<file path="src/rtl/sad_row_engine.sv">
// Frame SAD engine: sweeps both row RAMs, popcounts cur^ref per row, accumulates a frame SAD.
// Latency: done pulses NUM_ROWS+3 cycles after the accepting start edge.
// Backpressure: none; start is ignored while busy or unless both RAMs report a full frame.
//
// Ports:
//   clk, rst          clock (rising edge), asynchronous active-low reset
//   start             request a frame comparison (needs cur_full and ref_full at acceptance)
//   cur_full/ref_full RAMs hold a complete frame
//   cur_data/ref_data registered RAM read data (one cycle after readAddr)
//   threshold         match threshold, compared against the frame SAD at done
//   readAddr          shared read address to both RAMs
//   busy              comparison in progress
//   row_sad/_valid    per-row popcount of cur^ref and its one-cycle strobe
//   sad_out/match     last completed frame SAD and (sad_out <= threshold), updated at done
//   done              one-cycle completion pulse
module sad_row_engine #(
  parameter int ROW_W    = 640,
  parameter int NUM_ROWS = 480,
  parameter int ADDR_W   = 9,
  parameter int ROWSUM_W = 10,
  parameter int SUM_W    = 19
) (
  input  logic                clk,
  input  logic                rst,
  input  logic                start,
  input  logic                cur_full,
  input  logic                ref_full,
  input  logic [ROW_W-1:0]    cur_data,
  input  logic [ROW_W-1:0]    ref_data,
  input  logic [SUM_W-1:0]    threshold,
  output logic [ADDR_W-1:0]   readAddr,
  output logic                busy,
  output logic [ROWSUM_W-1:0] row_sad,
  output logic                row_sad_valid,
  output logic [SUM_W-1:0]    sad_out,
  output logic                done,
  output logic                match
);

  typedef enum logic [1:0] {
    IDLE,
    SWEEP,
    DRAIN
  } state_t;

  localparam logic [ADDR_W-1:0] LAST_ADDR = ADDR_W'(NUM_ROWS - 1);

  state_t              state;
  logic                issue_vld;  // address presented this cycle belongs to the frame
  logic                data_vld;   // RAM output register holds a frame row
  logic [SUM_W-1:0]    acc;
  logic [ROW_W-1:0]    diff;
  logic [ROWSUM_W-1:0] pop;

  assign diff = cur_data ^ ref_data;

  // Per-row absolute difference of one-bit pixels is the number of differing bits.
  always_comb begin
    pop = '0;
    for (int i = 0; i < ROW_W; i++) begin
      pop = pop + ROWSUM_W'(diff[i]);
    end
  end

  always_ff @(posedge clk or negedge rst) begin
    if (!rst) begin
      state         <= IDLE;
      readAddr      <= '0;
      issue_vld     <= 1'b0;
      data_vld      <= 1'b0;
      row_sad       <= '0;
      row_sad_valid <= 1'b0;
      acc           <= '0;
      sad_out       <= '0;
      match         <= 1'b0;
      done          <= 1'b0;
      busy          <= 1'b0;
    end else begin
      done          <= 1'b0;

      // Three-stage pipeline: address -> RAM register -> popcount -> accumulate.
      data_vld      <= issue_vld;
      row_sad_valid <= data_vld;
      if (data_vld) begin
        row_sad <= pop;
      end
      if (row_sad_valid) begin
        acc <= acc + SUM_W'(row_sad);
      end

      case (state)
        IDLE: begin
          if (start && cur_full && ref_full) begin
            readAddr  <= '0;
            acc       <= '0;  // no accumulate can be pending in IDLE, so clearing wins safely
            issue_vld <= 1'b1;
            busy      <= 1'b1;
            state     <= SWEEP;
          end
        end
        SWEEP: begin
          // Park on the last row rather than wrapping.
          if (readAddr == LAST_ADDR) begin
            issue_vld <= 1'b0;
            state     <= DRAIN;
          end else begin
            readAddr <= readAddr + ADDR_W'(1);
          end
        end
        DRAIN: begin
          // Wait for the final row to leave the popcount stage and be accumulated.
          if (!issue_vld && !data_vld && !row_sad_valid) begin
            sad_out  <= acc;
            match    <= (acc <= threshold);
            done     <= 1'b1;
            busy     <= 1'b0;
            readAddr <= '0;
            state    <= IDLE;
          end
        end
        default: state <= IDLE;
      endcase
    end
  end

endmodule

</file>
<file path="config.mk">
export PLATFORM = sky130hd
export DESIGN_NAME = sad_row_engine
export DESIGN_NICKNAME = d
export VERILOG_FILES = /design/src/rtl/sad_row_engine.sv
export SDC_FILE = /design/constraint.sdc
export NUM_CORES = 1
export LEC_CHECK = 0
export CAP_MARGIN = 20
export CORE_AREA = 2 2 531 533
export CTS_CLUSTER_SIZE = 10
export DETAILED_ROUTE_END_ITERATION = 8
export DIE_AREA = 0 0 533 535
export PLACE_DENSITY = 0.36
export SLEW_MARGIN = 5
export SYNTH_ARGS = -nofsm -noshare
export SYNTH_HDL_FRONTEND = slang
export SYNTH_SLANG_ARGS = --single-unit
</file>
<file path="constraint.sdc">
create_clock -name clk -period 2.8 [get_ports clk]
set_input_delay 0.42 -clock clk [delete_from_list [all_inputs] [get_ports clk]]
set_output_delay 0.42 -clock clk [all_outputs]
set_load 0.02 [all_outputs]
</file>
==> flow_metrics.env, run 1 <==
export IMPL_synth_ff_latch_count=65
export IMPL_post_synth_edffs=0
export IMPL_failing_checks="negative setup slack"
export IMPL_rows=194
export IMPL_final_core_utilization_pct=16.8
export IMPL_detail_route_antenna_nets=0
export IMPL_cpLargestDelayFamily="adder cells"
export IMPL_chipWidth_um=533
export IMPL_ys_seq_area_share_pct=6.50
export IMPL_maxClockFrequency_mhz=107
export IMPL_finalWirelength_um=222000
export IMPL_gp_weighted_congestion=0.941
export IMPL_post_layout_nonfiller_instances=7627
export IMPL_post_dp_hpwl_um=216000
export IMPL_netlist_top_cell_by_area="sky130_fd_sc_hd__fa_1"
export IMPL_seqCellArea_um2=1630
export IMPL_dieHeight_um=535
export IMPL_multi_input_area_um2=23900
export IMPL_maximum_number_of_pins_on_one_net_before_global_route_repair=66
export IMPL_finalCriticalPeriod_ns=9.36
export IMPL_synth_async_reset_ratio_pct=100
export IMPL_synth_warnings=0
export IMPL_worst_slew_pin_transition_ns=0.613
export IMPL_worst_clock_skew_ns=0.0107
export IMPL_number_of_global_route_vias_before_repair=25800
export IMPL_cp_slowest_cell="sky130_fd_sc_hd__fa_1"
export IMPL_report_final_hold_viol_count=0
export IMPL_port_buffer_count=1345
export IMPL_syn_instance_count=2297
export IMPL_finalSetupViolations=10
export IMPL_global_route_usage_total_pct=15.2
export IMPL_post_detailed_route_wirelength_per_cell_um=29.1
export IMPL_worst_hold_slack_ns=0.129
export IMPL_detailroute_via_count=22900
export IMPL_grt_first_pass_wirelength_um=278000
export IMPL_cts_tree="done"
export IMPL_slew_viol_final=0
export IMPL_h_tree_depth=3
export IMPL_antenna_found_initial=386
export IMPL_detail_route_vias_per_cell=3.01
export IMPL_setup_repair_after_global_routing_missed_its_margin="true"
export IMPL_timing_hold_worst_class="input port to async pin"
export IMPL_nets=5859
export IMPL_cts_root_buffer_cell="sky130_fd_sc_hd__clkbuf_16"
export IMPL_fp_dieArea_um2=285000
export IMPL_worstPathMaxFanout=2
export IMPL_critical_path_most_common_cell="sky130_fd_sc_hd__fa_1"
export IMPL_grt_overflow_total=0
export IMPL_critical_path_class="input port to register"
export IMPL_synth_cell_type_count=56
export IMPL_finalCritPeriodShare_pct=334
export IMPL_cts_buffers_inserted=9
export IMPL_most_used_flip_flop_cell_after_synthesis="sky130_fd_sc_hd__dfrtp_1"
export IMPL_post_cts_hold_buffer_count=0
export IMPL_clock_tree_buffer_depth=2
export IMPL_timing_critical_path_from_type="input port"
export IMPL_synth_net_count=4336
export IMPL_drv_max_cap_violation_count=0
export IMPL_initial_core_util_pct=8.98
export IMPL_clock_sink_count=65
export IMPL_synth_top_area_share_pct=49.8
export IMPL_pin_count=1346
export IMPL_critical_path_arrival_ns=9.57
export IMPL_initialDrtViolationCount=786
export IMPL_timing_max_slew_rel_slack_pct=58.6
export IMPL_coreArea_um2=279000
export IMPL_drive_gt1_share_pct=23.5
export IMPL_dpl_cell_count=7550
export IMPL_fill_cells=31200
export IMPL_tns_ns=-63.26
export IMPL_run_status="finished with violations"
export IMPL_critical_path_n_buffers_inverters=10
export IMPL_ys_top_cells_by_area="sky130_fd_sc_hd__fa_1, sky130_fd_sc_hd__xnor2_1, sky130_fd_sc_hd__inv_1"
export IMPL_synthesis_area_um2=25000
export IMPL_worst_endpoint_required_ns=3.01
export IMPL_area_added_between_synthesis_and_finish_pct=86.7
export IMPL_setup_slack_ns=-6.56
export IMPL_critical_path_endpoint_type="register"
export IMPL_syn_mean_instance_area_um2=10.9
export IMPL_firstDrtPassIters=4
export IMPL_critical_path_max_stage_delay_ns=0.62
export IMPL_clock_insertion_delay_worst_skew_ns=0.34
export IMPL_clk_transition_reported_paths_ns=0.06
export IMPL_drt_drc_violations_left=0
-- Yosys cell counts (all sizes together) (7+ instances only) --
| cell | instances |
|---|---|
| nor2 | 29 |
| nor3 | 9 |
| nand2b | 8 |
| nand4 | 8 |
| nand2 | 52 |
| mux2i | 10 |
| fa | 623 |
| ha | 112 |
| nor2b | 10 |
| a21oi | 21 |
| a211oi | 7 |
| a21o | 11 |
| inv | 558 |
| xnor2 | 576 |
| o21ai | 26 |
| xor2 | 77 |
| nand3 | 10 |
| mux2 | 11 |
| o21a | 7 |
| dfrtp | 65 |
-- flip-flops by register name, summed over array words and instances, names as in the netlist --
register	cells
acc	19
busy	1
data_vld	1
done	1
issue_vld	1
match	1
readAddr	9
row_sad	10
row_sad_valid	1
sad_out	19
state	2
-- layer usage --
metal / global-route usage [%] / vias to the layer above / wire (um) / part of all wire, %
met3: 9.22 / 525 / 28000 / 13
met4: 1.18 / 234 / 3480 / 1.6
met1: 17.6 / 11000 / 88600 / 40
li1: - / 9843 / - / -
met2: 24.9 / 1342 / 100000 / 45
met5: 0 / - / 1540 / 0.70
-- area by class of cell --
class / count / share of cell area (%)
antenna: 78 / 0.417
clock buffer: 11 / 0.541
clock inverter: 5 / 0.0803
inverter: 558 / 4.48
multi-input combinational: 1664 / 51.2
sequential: 65 / 3.48
tap: 3724 / 9.97
timing repair buffer: 1522 / 29.9
-- cell usage in the layout (no fill, tap or decap), types with 5 or more instances in the layout --
master                            count
sky130_fd_sc_hd__nand4_1              8
sky130_fd_sc_hd__xnor2_1            338
sky130_fd_sc_hd__clkbuf_2            79
sky130_fd_sc_hd__mux2_2               8
sky130_fd_sc_hd__nand2b_1             8
sky130_fd_sc_hd__dlygate4sd2_1      336
sky130_fd_sc_hd__a211oi_1             5
sky130_fd_sc_hd__buf_2               54
sky130_fd_sc_hd__fa_2               166
sky130_fd_sc_hd__buf_4              165
sky130_fd_sc_hd__nor2_1              29
sky130_fd_sc_hd__inv_2               69
sky130_fd_sc_hd__xor2_2              25
sky130_fd_sc_hd__o21a_1               7
sky130_fd_sc_hd__clkbuf_16            9
sky130_fd_sc_hd__nor3_1               9
sky130_fd_sc_hd__a21oi_1             20
sky130_fd_sc_hd__nand3_1             10
sky130_fd_sc_hd__clkdlybuf4s50_1    716
sky130_fd_sc_hd__clkdlybuf4s15_2     28
sky130_fd_sc_hd__diode_2             78
sky130_fd_sc_hd__nor2b_1              9
sky130_fd_sc_hd__ha_1               109
sky130_fd_sc_hd__a21o_1              11
sky130_fd_sc_hd__xnor2_4              9
sky130_fd_sc_hd__buf_6                9
sky130_fd_sc_hd__clkdlybuf4s15_1     89
sky130_fd_sc_hd__dlymetal6s2s_1      34
sky130_fd_sc_hd__xnor2_2            229
sky130_fd_sc_hd__buf_12              10
sky130_fd_sc_hd__nand2_1             52
sky130_fd_sc_hd__or4_1                5
sky130_fd_sc_hd__fa_1               457
sky130_fd_sc_hd__xor2_1              50
sky130_fd_sc_hd__dfrtp_1             65
sky130_fd_sc_hd__mux2i_1             10
sky130_fd_sc_hd__inv_1              488
sky130_fd_sc_hd__o21ai_0             20
-- what timing repair did --
item                                   4_1_cts  5_1_grt
endpoints found under the hold margin        0        0
resized for setup                         1292      297
pin swaps                                  520      255
buffers inserted                             4        1
setup endpoints to repair                   10       11
-- per-stage QoR --
stage                     setup slack [ns]  area [um^2]
after floorplan                      -6.22        25400
after global placement               -7.85        45000
after detailed placement             -7.90        45000
after CTS                            -6.61        46500
after global routing                 -6.82        46600
final                                -6.56        46800
-- logic make-up after synthesis --
| logic type | Yosys count | share of synthesized area, % |
|---|---|---|
| AO/OA/AOI/OAI | 102 | 2.78 |
| AND/OR/NAND/NOR | 153 | 3.02 |
| multiplexers | 21 | 0.895 |
| adder cells (fa/ha/maj) | 735 | 55.4 |
| XOR/XNOR | 653 | 22.8 |
| buffers and inverters | 568 | 8.56 |
| flip-flops | 65 | 6.50 |
-- worst paths after layout --
check,slack (ns),end,depth (start not counted),start
max,-6.56,row_sad[9],31,ref_data[437]
min,0.13,sad_out[16],2,rst
max reg2reg,0.18,acc[16],7,row_sad[0]
min reg2reg,0.41,data_vld,0,issue_vld
max in group asynchronous,2.36,row_sad[5],2,rst
min in group clk,0.41,data_vld,0,issue_vld
Power of run 1 is not shown: default switching activity piles up to over one toggle a cycle in this logic, so the estimate is an artifact.
==> run 2: changes to the inputs <==
- PLACE_DENSITY: 0.36 -> 0.32
==> flow_metrics.env, run 2 (same netlist as run 1, synthesis figures left out) <==
export IMPL_clock_tree_buffer_depth=2
export IMPL_coreArea_um2=279000
export IMPL_grt_busiest_layer="met2"
export IMPL_drt_drc_violations_left=0
export IMPL_finalCritPeriodShare_pct=333
export IMPL_port_buffer_count=1345
export IMPL_maxClockFrequency_mhz=107
export IMPL_setup_repair_after_global_routing_missed_its_margin="true"
export IMPL_clock_insertion_delay_worst_skew_ns=0.35
export IMPL_critical_path_class="input port to register"
export IMPL_initial_core_util_pct=8.98
export IMPL_post_detailed_route_wirelength_per_cell_um=28.5
export IMPL_detail_route_vias_per_cell=2.97
export IMPL_critical_path_endpoint_type="register"
export IMPL_cts_root_buffer_cell="sky130_fd_sc_hd__clkbuf_16"
export IMPL_finalCriticalPeriod_ns=9.33
export IMPL_cp_slowest_cell="sky130_fd_sc_hd__fa_2"
export IMPL_nets=5864
export IMPL_fill_cells=31300
export IMPL_timing_max_slew_rel_slack_pct=47.5
export IMPL_critPathLaunch="cur_data[0]"
export IMPL_most_common_layout_cells="sky130_fd_sc_hd__clkdlybuf4s50_1, sky130_fd_sc_hd__inv_1, sky130_fd_sc_hd__fa_1"
export IMPL_gp_weighted_congestion=0.960
export IMPL_h_tree_depth=3
export IMPL_area_added_between_synthesis_and_finish_pct=87.1
export IMPL_drive_gt1_share_pct=21.6
export IMPL_report_final_hold_viol_count=0
export IMPL_worst_clock_skew_ns=0.0130
export IMPL_seqCellArea_um2=1630
export IMPL_dieHeight_um=535
export IMPL_critical_path_arrival_ns=9.59
export IMPL_worst_endpoint_required_ns=3.06
export IMPL_cts_buffers_inserted=9
export IMPL_setup_slack_ns=-6.53
export IMPL_maximum_number_of_pins_on_one_net_before_global_route_repair=42
export IMPL_worst_slew_pin_transition_ns=0.782
export IMPL_worstPathMaxFanout=3
export IMPL_rr_startpoint="row_sad[0]"
export IMPL_initialDrtViolationCount=821
export IMPL_detailroute_via_count=22600
export IMPL_gr_usage_met1_pct=17.5
export IMPL_detailedPlace_worstSlack_ns=-7.77
export IMPL_post_dp_hpwl_um=211000
export IMPL_pin_count=1346
export IMPL_finalWirelength_um=218000
export IMPL_critical_path_max_stage_delay_ns=0.68
export IMPL_antenna_found_initial=357
export IMPL_clk_transition_reported_paths_ns=0.07
export IMPL_chipWidth_um=533
export IMPL_clock_sink_count=65
export IMPL_detail_route_antenna_nets=0
export IMPL_number_of_global_route_vias_before_repair=25800
export IMPL_met2_usage_pct=24.6
export IMPL_worst_r2r_cell_count=8
export IMPL_run_status="finished with violations"
export IMPL_cts_tree="done"
export IMPL_grt_use_met3_pct=8.47
export IMPL_layout_commonest_cell="sky130_fd_sc_hd__clkdlybuf4s50_1"
export IMPL_failing_checks="negative setup slack"
export IMPL_grt_first_pass_wirelength_um=274000
export IMPL_timing_hold_worst_class="input port to async pin"
export IMPL_grt_overflow_total=0
export IMPL_fp_dieArea_um2=285000
export IMPL_multi_input_area_um2=23900
export IMPL_finalSetupViolations=10
export IMPL_slew_viol_final=0
export IMPL_rows=194
export IMPL_timing_critical_path_from_type="input port"
export IMPL_global_route_usage_total_pct=15.0
export IMPL_biggest_regs="acc (19), sad_out (19), row_sad (10)"
export IMPL_destination_of_the_critical_timing_path="row_sad[8]"
export IMPL_worstReg2RegEnd="acc[14]"
export IMPL_critical_path_most_common_cell="sky130_fd_sc_hd__fa_2"
export IMPL_drv_max_cap_violation_count=0
export IMPL_firstDrtPassIters=4
export IMPL_rrSetupSlack_ns=0.35
## run 2: changes by cell type in the layout (fill, tap and decap cells not counted), moves of 6 or more
cell,change
sky130_fd_sc_hd__clkdlybuf4s50_1,+11
sky130_fd_sc_hd__buf_2,-7
sky130_fd_sc_hd__inv_2,-18
sky130_fd_sc_hd__dlymetal6s2s_1,-22
sky130_fd_sc_hd__clkdlybuf4s15_1,-12
sky130_fd_sc_hd__inv_1,+19
sky130_fd_sc_hd__buf_4,+6
sky130_fd_sc_hd__dlygate4sd2_1,+70
sky130_fd_sc_hd__clkbuf_2,-46
sky130_fd_sc_hd__fa_1,+9
sky130_fd_sc_hd__diode_2,-10
sky130_fd_sc_hd__fa_2,-9
sky130_fd_sc_hd__clkdlybuf4s15_2,+8
## run 2: routing by layer
layer / wire [um] / share of wire [%]
met1: 87000 / 40
met2: 99000 / 46
met3: 26900 / 12
met4: 3250 / 1.5
met5: 1420 / 0.65
## run 2: worst max-delay path, delay by kind of cell
family          cells  cell delay (ns)
fa+ha+maj          16             7.83
compound gates      4             0.61
buf+inv             3             0.39
xor+xnor            1             0.21
simple gates        1             0.12
## run 2: layout make-up
cell class	count	share of cell area, %
Multi-Input combinational cell	1664	51.0
Timing Repair Buffer	1527	30.1
Tap cell	3724	9.95
Inverter	558	4.47
Sequential cell	65	3.47
Clock buffer	11	0.540
Antenna cell	68	0.363
Clock inverter	5	0.0801
## run 2: repair_timing
action	4_1_cts	5_1_grt
setup buffers	2	2
pin swaps	538	95
gates resized for setup	1301	141
hold buffers	0	0
setup endpoints to repair	10	10
## run 2: worst min-delay path by stage
stage	from	end	cells after the start
final	rst	sad_out[3]	1
after global routing	rst	sad_out[3]	1
after CTS	rst	sad_out[3]	1
after detailed placement	issue_vld	data_vld	0
after global placement	issue_vld	data_vld	0
after floorplan	rst	acc[0]	0
## run 2: through the flow
| stage | area, um^2 | setup TNS, ns | hold slack (ns) | utilization (%) | std cells |
|---|---|---|---|---|---|
| floorplan | 25400 | -59.03 | 0.124 | - | 2297 |
| global placement | 45000 | -74.49 | 0.393 | 16.1 | 7554 |
| detailed placement | 45000 | -74.89 | 0.397 | 16.1 | 7554 |
| CTS | 46500 | -64.11 | 0.128 | 16.7 | 7554 |
| global route | 46700 | -66.15 | 0.161 | 16.7 | 7564 |
| finish | 46800 | -63.63 | 0.0966 | 16.8 | 7622 |
Power of run 2 is left out for the same reason.
==> run 3: changes to the inputs <==
- SKIP_CTS_REPAIR_TIMING: not set -> 1
==> flow_metrics.env, run 3 (same netlist as run 1, synthesis figures left out) <==
export IMPL_worst_hold_slack_ns=0.0939
export IMPL_gr_usage_met1_pct=17.3
export IMPL_most_common_layout_cells="sky130_fd_sc_hd__clkdlybuf4s50_1, sky130_fd_sc_hd__dlymetal6s2s_1, sky130_fd_sc_hd__inv_1"
export IMPL_grt_overflow_total=0
export IMPL_detailedPlace_worstSlack_ns=-7.77
export IMPL_initial_core_util_pct=8.98
export IMPL_cts_buffers_inserted=9
export IMPL_run_status="finished with violations"
export IMPL_grt_use_met3_pct=8.69
export IMPL_finalWirelength_um=218000
export IMPL_port_buffer_count=1345
export IMPL_drv_max_cap_violation_count=0
export IMPL_rrSetupSlack_ns=0.35
export IMPL_detail_route_vias_per_cell=2.98
export IMPL_timing_max_slew_rel_slack_pct=52.0
export IMPL_met2_usage_pct=24.4
export IMPL_timing_hold_worst_class="input port to async pin"
export IMPL_worst_slew_pin_transition_ns=0.715
export IMPL_setup_repair_after_global_routing_missed_its_margin="true"
export IMPL_layout_commonest_cell="sky130_fd_sc_hd__clkdlybuf4s50_1"
export IMPL_firstDrtPassIters=4
export IMPL_biggest_regs="acc (19), sad_out (19), row_sad (10)"
export IMPL_worst_r2r_cell_count=8
export IMPL_chipWidth_um=533
export IMPL_cts_root_buffer_cell="sky130_fd_sc_hd__clkbuf_16"
export IMPL_dpl_cell_count=7554
export IMPL_finalCritPeriodShare_pct=333
export IMPL_h_tree_depth=3
export IMPL_number_of_global_route_vias_before_repair=25600
export IMPL_antenna_found_initial=368
export IMPL_worstReg2RegEnd="acc[16]"
export IMPL_finalCriticalPeriod_ns=9.32
export IMPL_drive_gt1_share_pct=20.7
export IMPL_detailroute_via_count=22700
export IMPL_fill_cells=30900
export IMPL_cp_slowest_cell="sky130_fd_sc_hd__fa_2"
export IMPL_area_added_between_synthesis_and_finish_pct=95.8
export IMPL_coreArea_um2=279000
export IMPL_clock_insertion_delay_worst_skew_ns=0.35
export IMPL_finalSetupViolations=10
export IMPL_post_detailed_route_wirelength_per_cell_um=28.6
export IMPL_worst_endpoint_required_ns=3.08
export IMPL_clock_tree_buffer_depth=2
export IMPL_slew_viol_final=0
export IMPL_maximum_number_of_pins_on_one_net_before_global_route_repair=42
export IMPL_failing_checks="negative setup slack"
export IMPL_grt_first_pass_wirelength_um=273000
export IMPL_global_route_usage_total_pct=14.9
export IMPL_report_final_hold_viol_count=0
export IMPL_post_layout_nonfiller_instances=7627
export IMPL_detail_route_antenna_nets=0
export IMPL_maxClockFrequency_mhz=107
export IMPL_grt_busiest_layer="met2"
export IMPL_critical_path_endpoint_type="register"
export IMPL_post_dp_hpwl_um=211000
export IMPL_nets=5867
export IMPL_setup_slack_ns=-6.52
export IMPL_critical_path_arrival_ns=9.61
export IMPL_worst_clock_skew_ns=0.0133
export IMPL_initialDrtViolationCount=767
export IMPL_critical_path_max_stage_delay_ns=0.59
export IMPL_rows=194
export IMPL_worstPathMaxFanout=2
export IMPL_cts_tree="done"
export IMPL_drt_drc_violations_left=0
export IMPL_fp_dieArea_um2=285000
export IMPL_clk_transition_reported_paths_ns=0.07
export IMPL_rr_startpoint="row_sad[0]"
export IMPL_gp_weighted_congestion=0.960
export IMPL_pin_count=1346
export IMPL_dieHeight_um=535
export IMPL_critical_path_class="input port to register"
export IMPL_timing_critical_path_from_type="input port"
export IMPL_clock_sink_count=65
-- run 3: cell types whose count changed in the layout (fill, tap and decap cells not counted), moves of 6 or more --
cell and delta:
sky130_fd_sc_hd__clkdlybuf4s50_1 -19, sky130_fd_sc_hd__xor2_1 -10, sky130_fd_sc_hd__xnor2_2 +26, sky130_fd_sc_hd__buf_2 -46, sky130_fd_sc_hd__clkbuf_2 +18, sky130_fd_sc_hd__clkdlybuf4s15_2 -36, sky130_fd_sc_hd__buf_4 +6, sky130_fd_sc_hd__dlymetal6s2s_1 +567
sky130_fd_sc_hd__clkdlybuf4s15_1 -77, sky130_fd_sc_hd__dlygate4sd2_1 -406, sky130_fd_sc_hd__xor2_2 +11, sky130_fd_sc_hd__xnor2_1 -21
-- run 3: layer usage --
metal	routed length, um	share of wire (%)	up-vias
met2	99300	46	1261
met5	1480	0.68	-
met4	3500	1.6	236
li1	-	-	9826
met3	25000	11	518
met1	89000	41	10900
-- run 3: worst max-delay path by stage --
| stage | start | end | slack (ns) | cells past startpoint |
|---|---|---|---|---|
| 2_1_floorplan | ref_data[509] | row_sad[9] | -6.22 | 27 |
| 3_3_place_gp | cur_data[273] | row_sad[9] | -7.70 | 25 |
| 3_5_place_dp | cur_data[273] | row_sad[9] | -7.77 | 24 |
| 4_1_cts | cur_data[273] | row_sad[9] | -7.42 | 24 |
| 5_1_grt | ref_data[395] | row_sad[9] | -6.78 | 27 |
| 6_report | cur_data[415] | row_sad[7] | -6.52 | 29 |
-- run 3: critical path: cells and delay by family --
family          cells  cell delay, ns
fa+ha+maj          15            7.38
buf+inv             8            0.76
simple gates        2            0.50
compound gates      3            0.36
xor+xnor            1            0.20
-- run 3: layout make-up --
class / instances / area (um^2) / area share [%]
Clock inverter: 5 / 37.5 / 0.0766
Antenna cell: 70 / 175 / 0.357
Sequential cell: 65 / 1630 / 3.32
Multi-Input combinational cell: 1664 / 24000 / 49.0
Clock buffer: 11 / 253 / 0.516
Tap cell: 3724 / 4660 / 9.51
Inverter: 558 / 2090 / 4.27
Timing Repair Buffer: 1530 / 16100 / 32.9
-- run 3: metrics by stage --
| step | instance area, um^2 | TNS, ns | util [%] |
|---|---|---|---|
| finish | 49000 | -63.13 | 17.6 |
| global route | 48900 | -65.63 | 17.5 |
| CTS | 45300 | -71.43 | 16.2 |
| detailed placement | 45000 | -74.89 | 16.1 |
| global placement | 45000 | -74.49 | 16.1 |
| floorplan | 25400 | -59.03 | - |
Power of run 3 is left out for the same reason.
